File: src/rtl/sfu_pkg.sv
`default_nettype none
// ============================================================================
//  Module      : sfu_pkg
//  Description : Opcode encodings, state type and small decode helpers shared
//                by the sequential function unit and its ALU core.
//  Revision    : 1.0 - initial release
// ============================================================================
package sfu_pkg;

   // Function-select encodings (5-bit G). Logic ops ignore G[0].
   localparam logic [4:0] OP_PASS = 5'b00000;
   localparam logic [4:0] OP_INC  = 5'b00001;
   localparam logic [4:0] OP_ADD  = 5'b00010;
   localparam logic [4:0] OP_ADDC = 5'b00011;
   localparam logic [4:0] OP_SUBB = 5'b00100;
   localparam logic [4:0] OP_SUB  = 5'b00101;
   localparam logic [4:0] OP_DEC  = 5'b00110;
   localparam logic [4:0] OP_AND  = 5'b01000;
   localparam logic [4:0] OP_OR   = 5'b01010;
   localparam logic [4:0] OP_XOR  = 5'b01100;
   localparam logic [4:0] OP_NOT  = 5'b01110;
   localparam logic [4:0] OP_SRL  = 5'b10000;
   localparam logic [4:0] OP_SLL  = 5'b10001;
   localparam logic [4:0] OP_SRA  = 5'b10010;
   localparam logic [4:0] OP_ROR  = 5'b10011;

   // Controller states.
   typedef enum logic [0:0] {
      S_IDLE  = 1'b0,
      S_SHIFT = 1'b1
   } state_t;

   // True for the four real shift opcodes; other 1xxxx codes are pass-through.
   function automatic logic is_shift_op(input logic [4:0] g);
      return (g == OP_SRL) || (g == OP_SLL) || (g == OP_SRA) || (g == OP_ROR);
   endfunction

endpackage : sfu_pkg
`default_nettype wire

File: src/rtl/sfu_alu_core.sv
`default_nettype none
// ============================================================================
//  Module      : sfu_alu_core
//  Description : Purely combinational single-cycle ALU: arithmetic group
//                (G[3]=0) and logic group (G[3]=1). Produces result, carry
//                and overflow; shift-group handling lives in the parent.
//  Revision    : 1.0 - initial release
// ============================================================================
module sfu_alu_core #(
   parameter int WIDTH = 8
) (
   input  logic [3:0]       g,
   input  logic [WIDTH-1:0] a,
   input  logic [WIDTH-1:0] b,
   output logic [WIDTH-1:0] result,
   output logic             carry,
   output logic             ovf
);

   logic [WIDTH:0]   w_sum;
   logic [WIDTH-1:0] w_b_op;

   // Arithmetic: A + {0, B, ~B, all-ones} + G[0]; logic ops otherwise.
   always_comb begin
      result = a;
      carry  = 1'b0;
      ovf    = 1'b0;
      w_b_op = '0;
      w_sum  = '0;
      if (!g[3]) begin
         case (g[2:1])
            2'b00:   w_b_op = '0;
            2'b01:   w_b_op = b;
            2'b10:   w_b_op = ~b;
            default: w_b_op = '1;
         endcase
         w_sum = {1'b0, a} + {1'b0, w_b_op} + {{WIDTH{1'b0}}, g[0]};
         // 0111 is a plain transfer of A with clear flags, not A + all-ones + 1.
         if (g[2:0] != 3'b111) begin
            result = w_sum[WIDTH-1:0];
            carry  = w_sum[WIDTH];
            // Carry into the MSB recovered from the MSB sum bit, XOR carry out.
            ovf    = a[WIDTH-1] ^ w_b_op[WIDTH-1] ^ w_sum[WIDTH-1] ^ w_sum[WIDTH];
         end
      end else begin
         case (g[2:1])
            2'b00:   result = a & b;
            2'b01:   result = a | b;
            2'b10:   result = a ^ b;
            default: result = ~a;
         endcase
      end
   end

endmodule : sfu_alu_core
`default_nettype wire

File: src/rtl/sequential_function_unit.sv
`default_nettype none
// ============================================================================
//  Module      : sequential_function_unit
//  Description : Registered function unit with start/busy/done handshake.
//                ALU ops finish in one clock; shift ops walk a separate
//                working register one bit per clock, then write F/flags.
//  Revision    : 1.0 - initial release
// ============================================================================
module sequential_function_unit
   import sfu_pkg::*;
#(
   parameter  int WIDTH = 8,
   localparam int SHW   = $clog2(WIDTH)
) (
   input  logic             clk,
   input  logic             rst,
   input  logic             start,
   input  logic [4:0]       G,
   input  logic [WIDTH-1:0] A,
   input  logic [WIDTH-1:0] B,
   input  logic [SHW-1:0]   SH,
   output logic             busy,
   output logic             done,
   output logic [WIDTH-1:0] F,
   output logic             V,
   output logic             C,
   output logic             N,
   output logic             Z
);

   state_t           state_q, state_d;
   logic [WIDTH-1:0] work_q,  work_d;
   logic [SHW-1:0]   count_q, count_d;
   logic [1:0]       sop_q,   sop_d;
   logic [WIDTH-1:0] f_q,     f_d;
   logic             v_q,     v_d;
   logic             c_q,     c_d;
   logic             n_q,     n_d;
   logic             z_q,     z_d;
   logic             done_q,  done_d;

   logic [WIDTH-1:0] w_alu_res;
   logic             w_alu_c;
   logic             w_alu_v;
   logic [WIDTH-1:0] w_shifted;
   logic             w_shift_out;

   sfu_alu_core #(.WIDTH(WIDTH)) u_alu (
      .g      (G[3:0]),
      .a      (A),
      .b      (B),
      .result (w_alu_res),
      .carry  (w_alu_c),
      .ovf    (w_alu_v)
   );

   // One-bit step of the working register; ROR reports the bit entering the MSB.
   always_comb begin
      w_shifted   = work_q;
      w_shift_out = 1'b0;
      case (sop_q)
         OP_SRL[1:0]: begin
            w_shifted   = {1'b0, work_q[WIDTH-1:1]};
            w_shift_out = work_q[0];
         end
         OP_SLL[1:0]: begin
            w_shifted   = {work_q[WIDTH-2:0], 1'b0};
            w_shift_out = work_q[WIDTH-1];
         end
         OP_SRA[1:0]: begin
            w_shifted   = {work_q[WIDTH-1], work_q[WIDTH-1:1]};
            w_shift_out = work_q[0];
         end
         default: begin
            w_shifted   = {work_q[0], work_q[WIDTH-1:1]};
            w_shift_out = work_q[0];
         end
      endcase
   end

   // Next-state, working register, counter and result/flag write logic.
   always_comb begin
      state_d = state_q;
      work_d  = work_q;
      count_d = count_q;
      sop_d   = sop_q;
      f_d     = f_q;
      v_d     = v_q;
      c_d     = c_q;
      done_d  = 1'b0;
      case (state_q)
         S_IDLE: begin
            if (start) begin
               if (is_shift_op(G) && (SH != '0)) begin
                  state_d = S_SHIFT;
                  work_d  = A;
                  count_d = SH;
                  sop_d   = G[1:0];
               end else begin
                  done_d = 1'b1;
                  if (G[4]) begin
                     // Zero-length shifts and unused shift-group codes pass A.
                     f_d = A;
                     c_d = 1'b0;
                     v_d = 1'b0;
                  end else begin
                     f_d = w_alu_res;
                     c_d = w_alu_c;
                     v_d = w_alu_v;
                  end
               end
            end
         end
         default: begin
            work_d  = w_shifted;
            count_d = count_q - 1'b1;
            if (count_q == {{(SHW-1){1'b0}}, 1'b1}) begin
               state_d = S_IDLE;
               f_d     = w_shifted;
               c_d     = w_shift_out;
               v_d     = 1'b0;
               done_d  = 1'b1;
            end
         end
      endcase
      // N/Z always track whatever F is about to hold.
      n_d = f_d[WIDTH-1];
      z_d = (f_d == '0);
   end

   // State and output registers with synchronous reset.
   always_ff @(posedge clk) begin
      if (rst) begin
         state_q <= S_IDLE;
         work_q  <= '0;
         count_q <= '0;
         sop_q   <= '0;
         f_q     <= '0;
         v_q     <= 1'b0;
         c_q     <= 1'b0;
         n_q     <= 1'b0;
         z_q     <= 1'b0;
         done_q  <= 1'b0;
      end else begin
         state_q <= state_d;
         work_q  <= work_d;
         count_q <= count_d;
         sop_q   <= sop_d;
         f_q     <= f_d;
         v_q     <= v_d;
         c_q     <= c_d;
         n_q     <= n_d;
         z_q     <= z_d;
         done_q  <= done_d;
      end
   end

   assign busy = (state_q == S_SHIFT);
   assign done = done_q;
   assign F    = f_q;
   assign V    = v_q;
   assign C    = c_q;
   assign N    = n_q;
   assign Z    = z_q;

endmodule : sequential_function_unit
`default_nettype wire

File: config.mk
export PLATFORM = sky130hd
export DESIGN_NAME = sequential_function_unit
export DESIGN_NICKNAME = d
export VERILOG_FILES = /design/src/rtl/sfu_pkg.sv /design/src/rtl/sfu_alu_core.sv /design/src/rtl/sequential_function_unit.sv
export SDC_FILE = /design/constraint.sdc
export NUM_CORES = 1
export LEC_CHECK = 0
export BUFFER_PORTS_ARGS = -buffer_cell sky130_fd_sc_hd__buf_4
export CAP_MARGIN = 20
export CORE_ASPECT_RATIO = 1.25
export CORE_MARGIN = 10
export CORE_UTILIZATION = 52
export CTS_CLUSTER_SIZE = 14
export DETAILED_ROUTE_END_ITERATION = 8
export PLACE_DENSITY = 0.77
export SLEW_MARGIN = 10
export SYNTH_ARGS = -nofsm -noshare
export SYNTH_HDL_FRONTEND = slang
export SYNTH_SLANG_ARGS = --single-unit
File: constraint.sdc
create_clock -name clk -period 2.9 [get_ports clk]
set_input_delay 0.435 -clock clk [delete_from_list [all_inputs] [get_ports clk]]
set_output_delay 0.435 -clock clk [all_outputs]
set_load 0.005 [all_outputs]
# After elaboration in Yosys (flattened, before gate mapping)
# Index checks and enable logic that the tools add are counted.
[op_classes]
bitwise = 9
mux = 40
n_reduce_logical = 13
n_eq_ne = 12
add_sub_neg = 3
[op_table]
columns = ["op", "n"]
rows = [
  ["8-bit 2-to-1 mux", 11],
  ["8-bit case mux with 3 select lines", 3],
  ["1-bit 2-to-1 mux", 23],
  ["5-bit == test (second input constant)", 4],
  ["8-bit NOT", 2],
  ["8-bit by 8-bit adder with 9-bit output", 1],
  ["9-bit by 1-bit adder with 9-bit output", 1],
  ["3-bit 2-to-1 mux", 3],
  ["8-bit bitwise AND", 1],
  ["8-bit logical NOT", 1],
  ["8-bit bitwise OR", 1],
  ["8-bit XOR", 1],
  ["3-bit AND reduction", 2],
  ["2-bit by 1-bit == test with 1-bit output (second input constant)", 2],
  ["2-bit == test (second input constant)", 2],
  ["2-bit logical NOT", 2],
  ["2-bit nonzero test", 2],
  ["3-bit by 1-bit == test with 1-bit output (second input constant)", 1],
  ["1-bit logical OR", 3],
  ["3-bit inequality test (second input constant)", 1],
  ["3-bit nonzero test", 1],
  ["3-bit by 1-bit subtractor with 3-bit output (second input constant)", 1],
  ["1-bit XOR", 3],
  ["2-bit by 1-bit inequality test with 1-bit output (second input constant)", 1],
  ["other kinds (4)", 4],
]
[totals]
inputBits = 27
reg_bits = 27

# Longest topological paths before layout
# Gate-level depths: netlist of the first run.
[depth]
word_depth = 13
mapped_depth = 14
mapped_depth_nobuf = 11

# By module
# A second synthesis of the first run with hierarchy kept.
[hier_totals]
cells_unflattened = 320
hier_area_um2 = 2721.4
[by_module_without_submodules]
columns = ["mod", "n_inst", "cells_each", "seq_area_each_um2", "area_per_inst_um2"]
rows = [
  ["sequential_function_unit", 1, 184, 520.5, 1580.3],
  ["sfu_alu_core", 1, 136, 0.0, 1141.1],
]

# Worst setup path before layout of the first run
# No wires, ideal clock.
[synth_path]
path_kind = "input port to flip-flop"
start = "in G[2]"
end = "reg f_q[6] (netlist: F[6])"
stages = 14
slack_ps = -101
setup_ps = 66
arrival_time_ps = 2935
n_path_buf = 3
cell_sequence = "buf_6 buf_6 buf_2 mux2_2 fa_1 inv_1 fa_1 nand2b_1 a21oi_1 a211oi_1 nor2_1 xnor2_1 o311ai_0 nor2b_1"
[synth_between]
elab_chain_cells = 11
elab_cells_between_ends = 23
classes_between = "2 x add/sub; 7 x eq/ne; 9 x mux; 5 x reduce/logical"
[synth_rtl]
columns = ["item", "line_no", "source"]
rows = [
  ["from (decl)", "sequential_function_unit.sv:18", "input logic [4:0] G,"],
  ["2-bit == test (tied with other cells)", "sfu_alu_core.sv:31, sfu_alu_core.sv:46", ""],
  ["8-bit case mux with 3 select lines", "sfu_alu_core.sv:31", "case (g[2:1])"],
  ["8-bit 2-to-1 mux", "sfu_alu_core.sv:30", "if (!g[3]) begin"],
  ["8-bit by 8-bit adder with 9-bit output", "sfu_alu_core.sv:37", "w_sum = {1'b0, a} + {1'b0, w_b_op} + {{WIDTH{1'b0}}, g[0]};"],
  ["9-bit by 1-bit adder with 9-bit output", "sfu_alu_core.sv:37", ""],
  ["8-bit 2-to-1 mux", "sfu_alu_core.sv:39", "if (g[2:0] != 3'b111) begin"],
  ["8-bit 2-to-1 mux", "sfu_alu_core.sv:30", ""],
  ["8-bit 2-to-1 mux", "sequential_function_unit.sv:101", "if (G[4]) begin"],
  ["8-bit 2-to-1 mux (*)", "sequential_function_unit.sv:94", "if (is_shift_op(G) && (SH != '0)) begin"],
  ["8-bit 2-to-1 mux (*)", "sequential_function_unit.sv:93", "if (start) begin"],
  ["8-bit 2-to-1 mux (*)", "sequential_function_unit.sv:91", "case (state_q)"],
  ["to (signal assigned)", "sequential_function_unit.sv:138", "f_q <= '0;"],
  ["to (signal assigned)", "sequential_function_unit.sv:149", "f_q <= f_d;"],
  ["to (decl)", "sequential_function_unit.sv:35", "logic [WIDTH-1:0] f_q, f_d;"],
]
# Every way passes the cells marked *; elsewhere a longest branch is shown, timed or not. The select of a mux whose other input is x is not followed.
# A chain may end at the register's enable or synchronous reset.

# Final worst setup path of the first run
[layout_path]
start = "in B[0]"
end = "reg c_q (netlist: C)"
[layout_between]
elab_chain_cells = 11
[layout_rtl]
columns = ["item", "line_no", "source"]
rows = [
  ["from (decl)", "sequential_function_unit.sv:20", "input logic [WIDTH-1:0] B,"],
  ["8-bit NOT", "sfu_alu_core.sv:34", "2'b10: w_b_op = ~b;"],
  ["8-bit case mux with 3 select lines (*)", "sfu_alu_core.sv:31", ""],
  ["8-bit 2-to-1 mux (*)", "sfu_alu_core.sv:30", ""],
  ["8-bit by 8-bit adder with 9-bit output (*)", "sfu_alu_core.sv:37", ""],
  ["9-bit by 1-bit adder with 9-bit output (*)", "sfu_alu_core.sv:37", ""],
  ["1-bit 2-to-1 mux (*)", "sfu_alu_core.sv:39", ""],
  ["1-bit 2-to-1 mux (*)", "sfu_alu_core.sv:30", ""],
  ["1-bit 2-to-1 mux (*)", "sequential_function_unit.sv:101", ""],
  ["1-bit 2-to-1 mux (*)", "sequential_function_unit.sv:94", ""],
  ["1-bit 2-to-1 mux (*)", "sequential_function_unit.sv:93", ""],
  ["1-bit 2-to-1 mux (*)", "sequential_function_unit.sv:91", ""],
  ["to (signal assigned)", "sequential_function_unit.sv:140", "c_q <= 1'b0;"],
  ["to (signal assigned)", "sequential_function_unit.sv:151", "c_q <= c_d;"],
  ["to (decl)", "sequential_function_unit.sv:37", "logic c_q, c_d;"],
]
# Marks and branches as above.

==> metrics.md, run 1 <==
| Metric | Value |
|---|---|
| CTS H-tree lvls | 1 |
| Final Max Tran Viols | 0 |
| Postcts setup bufs | 0 |
| Clock latency on the worst-skew pair | 0.27 ns |
| Final Hold Fails | 0 |
| Psw | approximately 0.00032 W |
| Status | finished clean |
| DR vias | ~2,300 |
| Slowest CP cell | fa_1 |
| Syn Nets | 340 |
| HPWL Detailed | 5280 um |
| Worst r2r dst | Z$_SDFF_PP0_ |
| Worst-path cell chain | buf_4, mux2_2, fa_1, inv_1, fa_1, nand2b_1, a21oi_1, a211oi_1, nor2_1, a31oi_1, or3_1, a221oi_1 |
| Max_cap viols | 0 |
| Crit Path Max Fanout | 3 |
| Vias in the first global route | ~2,200 |
| Slew of the pin with the lowest slew margin | between 0.6 and 0.7 ns |
| TNS Setup | 0 ns |
| Internal | around 0.00065 W |
| Static leakage | 1.32 nW |
| Core area | around 4500 um^2 |
| GRT overflow | 0 |
| Fin crit share | 0.874 |
| Max incr delay on CP | a little under 0.4 ns |
| RSZ-0062 raised after global routing | no |
| Worst vdd ir | roughly 0.17 mV |
| Fmax | ~0.39 GHz |
| Layout cell share with drive strength beyond 1 | 0.259 |
| Number of synthesized flops with an enable pin | 0 |
| Nets@finish | 380 |
| Antenna violations before repair | 0 |
| Reg2reg setup slack | between 0.8 and 0.9 ns |
| Gate power share | 0.378 |
| Num rows | 27 |
| Area Overhead vs Synth | 16.7% |
| Starting Density | 0.546 |
| CTS max path bufs | 2 |
| Rel. slew slack | 0.553 |
| Clock sinks | 26 |
| Hold/Removal Path Class | input port to register |
| Die W | 81.2 um |
| IO Count | a little over 40 |
| Post-synthesis sequential area ratio | 0.214 |
| Pwr dens | 341 nW/um^2 |
| Worst R2R Start | busy$_SDFF_PP0_ |
| Drt drc | 0 |
| Setup Viol. Count Final | 0 |
| Placement Cell Area | roughly 2800 um^2 |
| Synth Cell Area | ~2400 um^2 |
| Commonest non-fill, non-tap cell in the layout | buf_4 |
| Tot GR Track Use | 0.170 |
| Yosys reg bits | 26 |
| Crit path DAT | 2.72 ns |
| Syn_area_per_cell | around 8.5 um^2 |
| Syn Inst Count | between 200 and 300 |
| DR pass1 iterations | 4 |
| Sw frac | 0.328 |
| Diode count | 0 |
| CTS Hold Bufs | 0 |
| Critical Path Sink Type | register |
| Die Y | about 97 um |
| Setup CP Type | input port to register |
| Clock Pin Slew Worst Setup and Hold Paths | about 0.09 ns |
| Worst Path Required | ~3 ns |
| Crit path from | B[0] |
| YS warnings | 0 |
| Total CTS buffers | 3 |
| Clock share of power | 0.212 |
| TritonCTS clock tree | yes |
| Clk root buf | clkbuf_8 |
| Clock skew | ~0.002 ns |
| Die area | between 7000 and 8000 um^2 |
| ANT nets after route | 0 |
| Top_reg_cell synth | dfxtp_1 |
| Min-delay src | G[4] |
| Post-synth cell types | 60 |
| First-pass GRT wire length | 10,800 um |
| Total Power | slightly below 0.001 W |
| Crit path top cell by count | fa_1 |
| Worst Setup EP | C$_SDFFE_PP0P_ |
| Routed wire length | 6470 um |
| Part of the power in registers | 0.410 |
| Placed instance count | roughly 380 |
| Final Instance Area | between 2000 and 3000 um^2 |
| Drt initial violations | ~150 |
| WL/cell | about 17 um |
| Routed vias/inst | 5.94 |
| Largest net degree at the start of global routing | 28 |
| Final core occ | 0.637 |
| Number of port buffers | 40 |
| GPL Wtd Cong | between 0.9 and 1 |
| Worst Setup Start Kind | input port |
| Post-synth ARST share | 0 |
| Most frequent cells in the layout | buf_4 (51), nor2_1 (27), dfxtp_1 (26) |
| FF-to-FF path depth | 7 |
| Non-filler cells, final | roughly 380 |
| Crit path time final | around 2.5 ns |
| Post_cts resized | 0 |
[power groups by stage]
stage | sequential, W | combinational [W] | clock [W]
5_1_grt | 0.000400 | 0.000409 | 0.000217
3_5_place_dp | 0.000406 | 0.000365 | 0
3_3_place_gp | 0.000406 | 0.000354 | 0
2_1_floorplan | 0.000402 | 0.000241 | 0
4_1_cts | 0.000398 | 0.000366 | 0.000205
6_report | 0.000398 | 0.000367 | 0.000205
[routing by layer]
metal,up-vias,track usage,routed length (um)
met3,7,0.0129,253
met1,1084,0.198,2630
met2,62,0.311,3490
met4,0,0.0751,98
met5,-,0,0
li1,1117,-,-
[area by class of cell]
class	count	area (um^2)
multi-input cells	217	1720
well taps	58	72.6
clock buffers	3	41.3
fillers	412	1620
flip-flops and latches	26	520
inverters	27	101
repair buffers	51	383
[state kept, by name, summed over array words and instances, names as in the netlist]
register  cells
sop_q         2
count_q       3
Z             1
done          1
C             1
busy          1
F             8
work_q        8
V             1
[kinds of logic (layout without fill, tap and decap cells)]
kind of cell             after synthesis  count (layout)  synth area share
AO/OA/AOI/OAI                         67              67             0.209
multiplexers                          31              31             0.151
buffers and inverters                 43              81            0.0786
adder cells (fa/ha/maj)               27              27             0.145
AND/OR/NAND/NOR                       86              86             0.181
flip-flops                            26              26             0.214
XOR/XNOR                               6               6            0.0216
[Yosys cell counts (all sizes together), types with 5 or more instances]
cell | number | area (um^2)
a211oi | 10 | 75.1
a21oi | 13 | 72.6
a311oi | 5 | 43.8
mux2i | 15 | 150
a221oi | 5 | 50.0
o21ai | 10 | 50.0
nand2 | 19 | 71.3
inv | 26 | 97.6
nor2 | 27 | 101
mux2 | 13 | 150
and2 | 6 | 37.5
ha | 25 | 313
clkbuf | 6 | 22.5
dfxtp | 26 | 521
buf | 10 | 67.6
nand3 | 9 | 50.1
nor3 | 5 | 30.0
[through the flow]
| step | hold slack (ns) | setup WS (ns) |
|---|---|---|
| 2_1_floorplan | 0.462 | 0.000308 |
| 3_5_place_dp | 0.473 | 0.0804 |
| 6_report | 0.406 | 0.366 |
| 5_1_grt | 0.425 | 0.123 |
| 3_3_place_gp | 0.468 | 0.127 |
| 4_1_cts | 0.407 | 0.363 |
[worst max-delay path, delay by kind of cell]
family / cells / cell delay, ns
buffers and inverters: 2 / 0.17
adder cells (fa/ha/maj): 2 / 0.57
multiplexers: 1 / 0.22
AND/OR/NAND/NOR: 3 / 0.66
AO/OA/AOI/OAI: 4 / 0.65
[how the worst min path moves through the flow]
| stage | slack [ns] | to | depth (start not counted) |
|---|---|---|---|
| finish | 0.41 | V$_SDFFE_PP0P_ | 2 |
| floorplan | 0.46 | C$_SDFFE_PP0P_ | 2 |
| CTS | 0.41 | V$_SDFFE_PP0P_ | 2 |
| global placement | 0.47 | C$_SDFFE_PP0P_ | 2 |
| detailed placement | 0.47 | C$_SDFFE_PP0P_ | 2 |
| global route | 0.42 | V$_SDFFE_PP0P_ | 2 |
Power figures use the tool's default switching activity.
==> inputs of run 2 (changes only) <==
CORE_UTILIZATION = 53   (was 52)
CTS_BUF_LIST = sky130_fd_sc_hd__clkbuf_4 sky130_fd_sc_hd__clkbuf_8   (was default)
PLACE_DENSITY = 0.78   (was 0.77)
==> metrics.md, run 2 (synthesis gave the netlist of run 1 again) <==
| Metric | Value |
|---|---|
| Status | finished clean |
| Most frequent cells in the layout | buf_4 (47), nor2_1 (27), dfxtp_1 (26) |
| Core area | approximately 4400 um^2 |
| Placement Cell Area | approximately 2800 um^2 |
| CTS max path bufs | 2 |
| Non-filler cells, final | 380 |
| Max_cap viols | 0 |
| DR pass1 iterations | 5 |
| Pre-CTS setup slack | just under 0.03 ns |
| First-pass GRT wire length | between 10,000 and 15,000 um |
| Vias in the first global route | approximately 2,300 |
| Rel. slew slack | 0.670 |
| CTS Hold Bufs | 0 |
| Layout cell share with drive strength beyond 1 | 0.255 |
| Starting Density | 0.550 |
| TritonCTS clock tree | yes |
| Antenna violations before repair | 0 |
| Placed instance count | roughly 380 |
| Area Overhead vs Synth | 17.5% |
| Fmax | approximately 0.39 GHz |
| Die area | just under 8000 um^2 |
| Final Max Tran Viols | 0 |
| Drt drc | 0 |
| Pwr dens | 376 nW/um^2 |
| Final Instance Area | about 2900 um^2 |
| CTS H-tree lvls | 1 |
| Final Hold Fails | 0 |
| Post_cts resized | 0 |
| WL/cell | roughly 18 um |
| Clk root buf | clkbuf_8 |
| Crit path time final | 2.58 ns |
| Largest net degree at the start of global routing | 28 |
| Worst Setup Start Kind | input port |
| Num rows | 27 |
| Crit Path Max Fanout | 3 |
| Worst R2R Start | busy$_SDFF_PP0_ |
| FF-to-FF path depth | 7 |
| GPL Wtd Cong | around 0.89 |
| Met1 Use GR | 0.188 |
| M2 GR Usage | 0.309 |
| Die W | 80.6 um |
| GRT overflow | 0 |
| Static leakage | 1.32 nW |
| Commonest non-fill, non-tap cell in the layout | buf_4 |
| Clock Pin Slew Worst Setup and Hold Paths | around 0.10 ns |
| Slew of the pin with the lowest slew margin | just under 0.5 ns |
| Postcts setup bufs | 0 |
| IO Count | 41 |
| Most used routing layer | met2 |
| Hold/Removal Path Class | input port to register |
| RSZ-0062 raised after global routing | no |
| TNS Setup | 0 ns |
| Nets@finish | between 300 and 400 |
| Layout fillers | slightly above 400 |
| Setup CP Type | input port to register |
| Worst vdd ir | about 0.25 mV |
| Routed vias/inst | approximately 6 |
| Diode count | 0 |
| Worst r2r dst | Z$_SDFF_PP0_ |
| Clock sinks | 26 |
| Clock latency on the worst-skew pair | between 0.2 and 0.3 ns |
| Tot GR Track Use | 0.172 |
| Hold depth | 2 |
| Crit path DAT | around 2.8 ns |
| Routed wire length | 6690 um |
| DR vias | between 2,000 and 2,500 |
| Worst Path Required | ~3.1 ns |
| Reg2reg setup slack | roughly 0.52 ns |
| Die Y | approximately 96 um |
| Total CTS buffers | 3 |
| Fin crit share | 0.889 |
| Met3 usage | 0.0233 |
| Min-delay src | G[4] |
| Setup Viol. Count Final | 0 |
| Clock skew | between 0.01 and 0.015 ns |
| ANT nets after route | 0 |
| Critical Path Sink Type | register |
| HPWL Detailed | about 5300 um |
| Setup ws final | 0.321 ns |
| Number of port buffers | 40 |
| Hold Path End | V$_SDFFE_PP0P_ |
| Drt initial violations | 180 |
-- run 2: cell count changes in the layout (fill, tap and decap cells not counted), sizes merged --
| cell | before | now |
|---|---|---|
| bufinv | 0 | 1 |
| buf | 51 | 48 |
-- run 2: per-stage QoR --
| stage | utilization | total power (W) | hold WS, ns |
|---|---|---|---|
| 2_1_floorplan | - | 0.000643 | 0.462 |
| 3_3_place_gp | 0.631 | 0.000762 | 0.469 |
| 3_5_place_dp | 0.631 | 0.000773 | 0.486 |
| 4_1_cts | 0.647 | 0.00107 | 0.398 |
| 5_1_grt | 0.647 | 0.00113 | 0.395 |
| 6_report | 0.647 | 0.00107 | 0.391 |
-- run 2: cell type report --
cell class	count	area, um^2	share of cell area
timing repair buffer	48	373	0.130
multi-input combinational	217	1720	0.602
tap	58	72.6	0.0253
clock inverter	1	30.0	0.0105
clock buffer	3	41.3	0.0144
inverter	27	101	0.0354
sequential	26	520	0.182
-- run 2: worst max-delay path, stage by stage --
cell      delay (ns)
buf_4           0.09
mux2_2          0.33
fa_1            0.40
inv_1           0.09
fa_1            0.23
nand2b_1        0.13
a21oi_1         0.08
a211oi_1        0.25
nor2_1          0.10
xnor2_1         0.13
o311ai_1        0.35
nor2b_1         0.17
-- run 2: power breakdown --
part	switching (W)	leakage, nW	internal [W]
clock network	0.000120	0.0357	0.000185
logic	0.000191	1.07	0.000180
registers	0.0000175	0.212	0.000380
total	0.000329	1.32	0.000746
-- run 2: metal layers --
metal / part of all wire / up-vias
met5: 0 / -
met4: 0.033 / 0
met3: 0.051 / 25
met2: 0.51 / 91
met1: 0.40 / 1075
li1: - / 1115
-- run 2: how the worst max path moves through the flow --
| stage | cells past startpoint | endpoint | startpoint |
|---|---|---|---|
| detailed placement | 12 | F[6]$_SDFF_PP0_ | G[1] |
| global placement | 12 | C$_SDFFE_PP0P_ | B[0] |
| floorplan | 14 | C$_SDFFE_PP0P_ | G[2] |
| CTS | 12 | F[6]$_SDFF_PP0_ | G[1] |
| global route | 12 | F[6]$_SDFF_PP0_ | G[1] |
| finish | 12 | F[6]$_SDFF_PP0_ | B[0] |
==> inputs of run 3 (changes only) <==
CORE_MARGIN = default   (was 10)
==> metrics.md, run 3 (synthesis gave the netlist of run 1 again) <==
| Metric | Value |
|---|---|
| Total CTS buffers | 3 |
| Final Max Tran Viols | 0 |
| Nets@finish | between 300 and 400 |
| DR vias | 2,273 |
| Largest net degree at the start of global routing | 28 |
| Clock sinks | 26 |
| Postcts setup bufs | 0 |
| Setup CP Type | input port to register |
| Sw frac | 0.327 |
| Static leakage | between 1 and 1.5 nW |
| Starting Density | 0.550 |
| Worst-path cell chain | buf_4, mux2_2, fa_1, inv_1, fa_1, nand2b_1, a21oi_1, a211oi_1, nor2_1, a31oi_1, or3_1, a221oi_1 |
| Rel. slew slack | 0.547 |
| First-pass GRT wire length | roughly 10,000 um |
| Internal | approximately 0.00065 W |
| Diode count | 0 |
| Final Instance Area | about 2800 um^2 |
| Layout cell share with drive strength beyond 1 | 0.248 |
| Number of port buffers | 40 |
| Final core occ | 0.637 |
| Area Overhead vs Synth | 15.7% |
| Final Hold Fails | 0 |
| Critical Path Sink Type | register |
| Clk root buf | clkbuf_8 |
| Part of the power in registers | 0.415 |
| Worst Path Required | around 3.1 ns |
| Min-delay src | G[4] |
| WL/cell | 16.1 um |
| Tot GR Track Use | 0.267 |
| Worst Setup Start Kind | input port |
| Hold depth | 2 |
| Crit path top cell by count | fa_1 |
| Slowest CP cell | fa_1 |
| Setup Viol. Count Final | 0 |
| Die area | 4870 um^2 |
| TritonCTS clock tree | yes |
| Antenna violations before repair | 0 |
| Clock share of power | 0.212 |
| Gate power share | 0.374 |
| Post_cts resized | 0 |
| GRT overflow | 0 |
| CTS H-tree lvls | 1 |
| Layout fillers | 384 |
| Clock Pin Slew Worst Setup and Hold Paths | roughly 0.08 ns |
| Die W | roughly 63 um |
| Drt initial violations | between 150 and 200 |
| Routed wire length | slightly above 6000 um |
| Num rows | 27 |
| ANT nets after route | 0 |
| Clock latency on the worst-skew pair | 0.27 ns |
| Pwr dens | roughly 340 nW/um^2 |
| Drt drc | 0 |
| CTS max path bufs | 2 |
| GPL Wtd Cong | around 0.9 |
| Routed vias/inst | approximately 6 |
| Commonest non-fill, non-tap cell in the layout | buf_4 |
| CTS Hold Bufs | 0 |
| Reg2reg setup slack | 0.62 ns |
| Fmax | roughly 0.39 GHz |
| HPWL Detailed | between 4000 and 5000 um |
| Placement Cell Area | 2780 um^2 |
| Crit path time final | approximately 2.6 ns |
| Clock skew | 0.00248 ns |
| Worst r2r dst | Z$_SDFF_PP0_ |
| Psw | approximately 0.00031 W |
| Slew of the pin with the lowest slew margin | 0.677 ns |
| Worst R2R Start | busy$_SDFF_PP0_ |
| Die Y | ~78 um |
| Fin crit share | 0.891 |
| Crit path DAT | 2.77 ns |
| Max_cap viols | 0 |
| Core area | roughly 4400 um^2 |
| Most frequent cells in the layout | buf_4 (45), nor2_1 (27), dfxtp_1 (26) |
| Max incr delay on CP | ~0.40 ns |
| RSZ-0062 raised after global routing | no |
| Worst vdd ir | 0.191 mV |
| Crit Path Max Fanout | 3 |
| TNS Setup | 0 ns |
| DR pass1 iterations | 5 |
| Hold Path End | V$_SDFFE_PP0P_ |
| IO Count | 41 |
| FF-to-FF path depth | 7 |
| Hold/Removal Path Class | input port to register |
| Status | finished clean |
| Vias in the first global route | roughly 2,200 |
run 3: changes by cell type in the layout (fill, tap and decap cells not counted):
cell / change
bufinv_16: -1
buf_4: -2
run 3: routing by layer:
layer,part of all wire,global-route usage,vias to the layer above
met1,0.42,0.320,1080
met5,0,0,-
met2,0.51,0.472,75
li1,-,-,1104
met3,0.043,0.0191,14
met4,0.031,0.137,0
run 3: per-stage QoR:
stage | power, W | setup WS, ns | instances | hold slack (ns)
after global routing | 0.00102 | 0.139 | 377 | 0.416
final | 0.000962 | 0.316 | 377 | 0.402
after global placement | 0.000753 | 0.0954 | 374 | 0.474
after CTS | 0.000959 | 0.315 | 377 | 0.408
after detailed placement | 0.000762 | 0.0428 | 374 | 0.476
after floorplan | 0.000643 | 0.000308 | 286 | 0.462
run 3: worst max path at each step:
| stage | from | to | slack, ns | cells past startpoint |
|---|---|---|---|---|
| floorplan | G[2] | C$_SDFFE_PP0P_ | 0.0003 | 14 |
| global placement | B[0] | C$_SDFFE_PP0P_ | 0.1 | 12 |
| detailed placement | B[0] | C$_SDFFE_PP0P_ | 0.04 | 12 |
| CTS | B[0] | C$_SDFFE_PP0P_ | 0.32 | 12 |
| global route | B[0] | V$_SDFFE_PP0P_ | 0.14 | 12 |
| finish | B[0] | C$_SDFFE_PP0P_ | 0.32 | 12 |
run 3: power groups by stage:
stage               combinational [W]  clock (W)  sequential, W
finish                       0.000360   0.000204       0.000399
global placement             0.000346          0       0.000406
detailed placement           0.000355          0       0.000407
global route                 0.000398   0.000219       0.000401
floorplan                    0.000241          0       0.000402
CTS                          0.000357   0.000204       0.000398
run 3: critical path, delay by kind of cell:
kind                     cells  cell delay (ns)
adder cells (fa/ha/maj)      2             0.60
AND/OR/NAND/NOR              3             0.65
buffers and inverters        2             0.18
AO/OA/AOI/OAI                4             0.68
multiplexers                 1             0.22
run 3: layout make-up:
class	instances	area, um^2	share of cell area
Tap cell	58	72.6	0.0258
Multi-Input combinational cell	217	1720	0.612
Inverter	27	101	0.0360
Clock buffer	3	41.3	0.0147
Timing Repair Buffer	46	358	0.127
Sequential cell	26	520	0.185
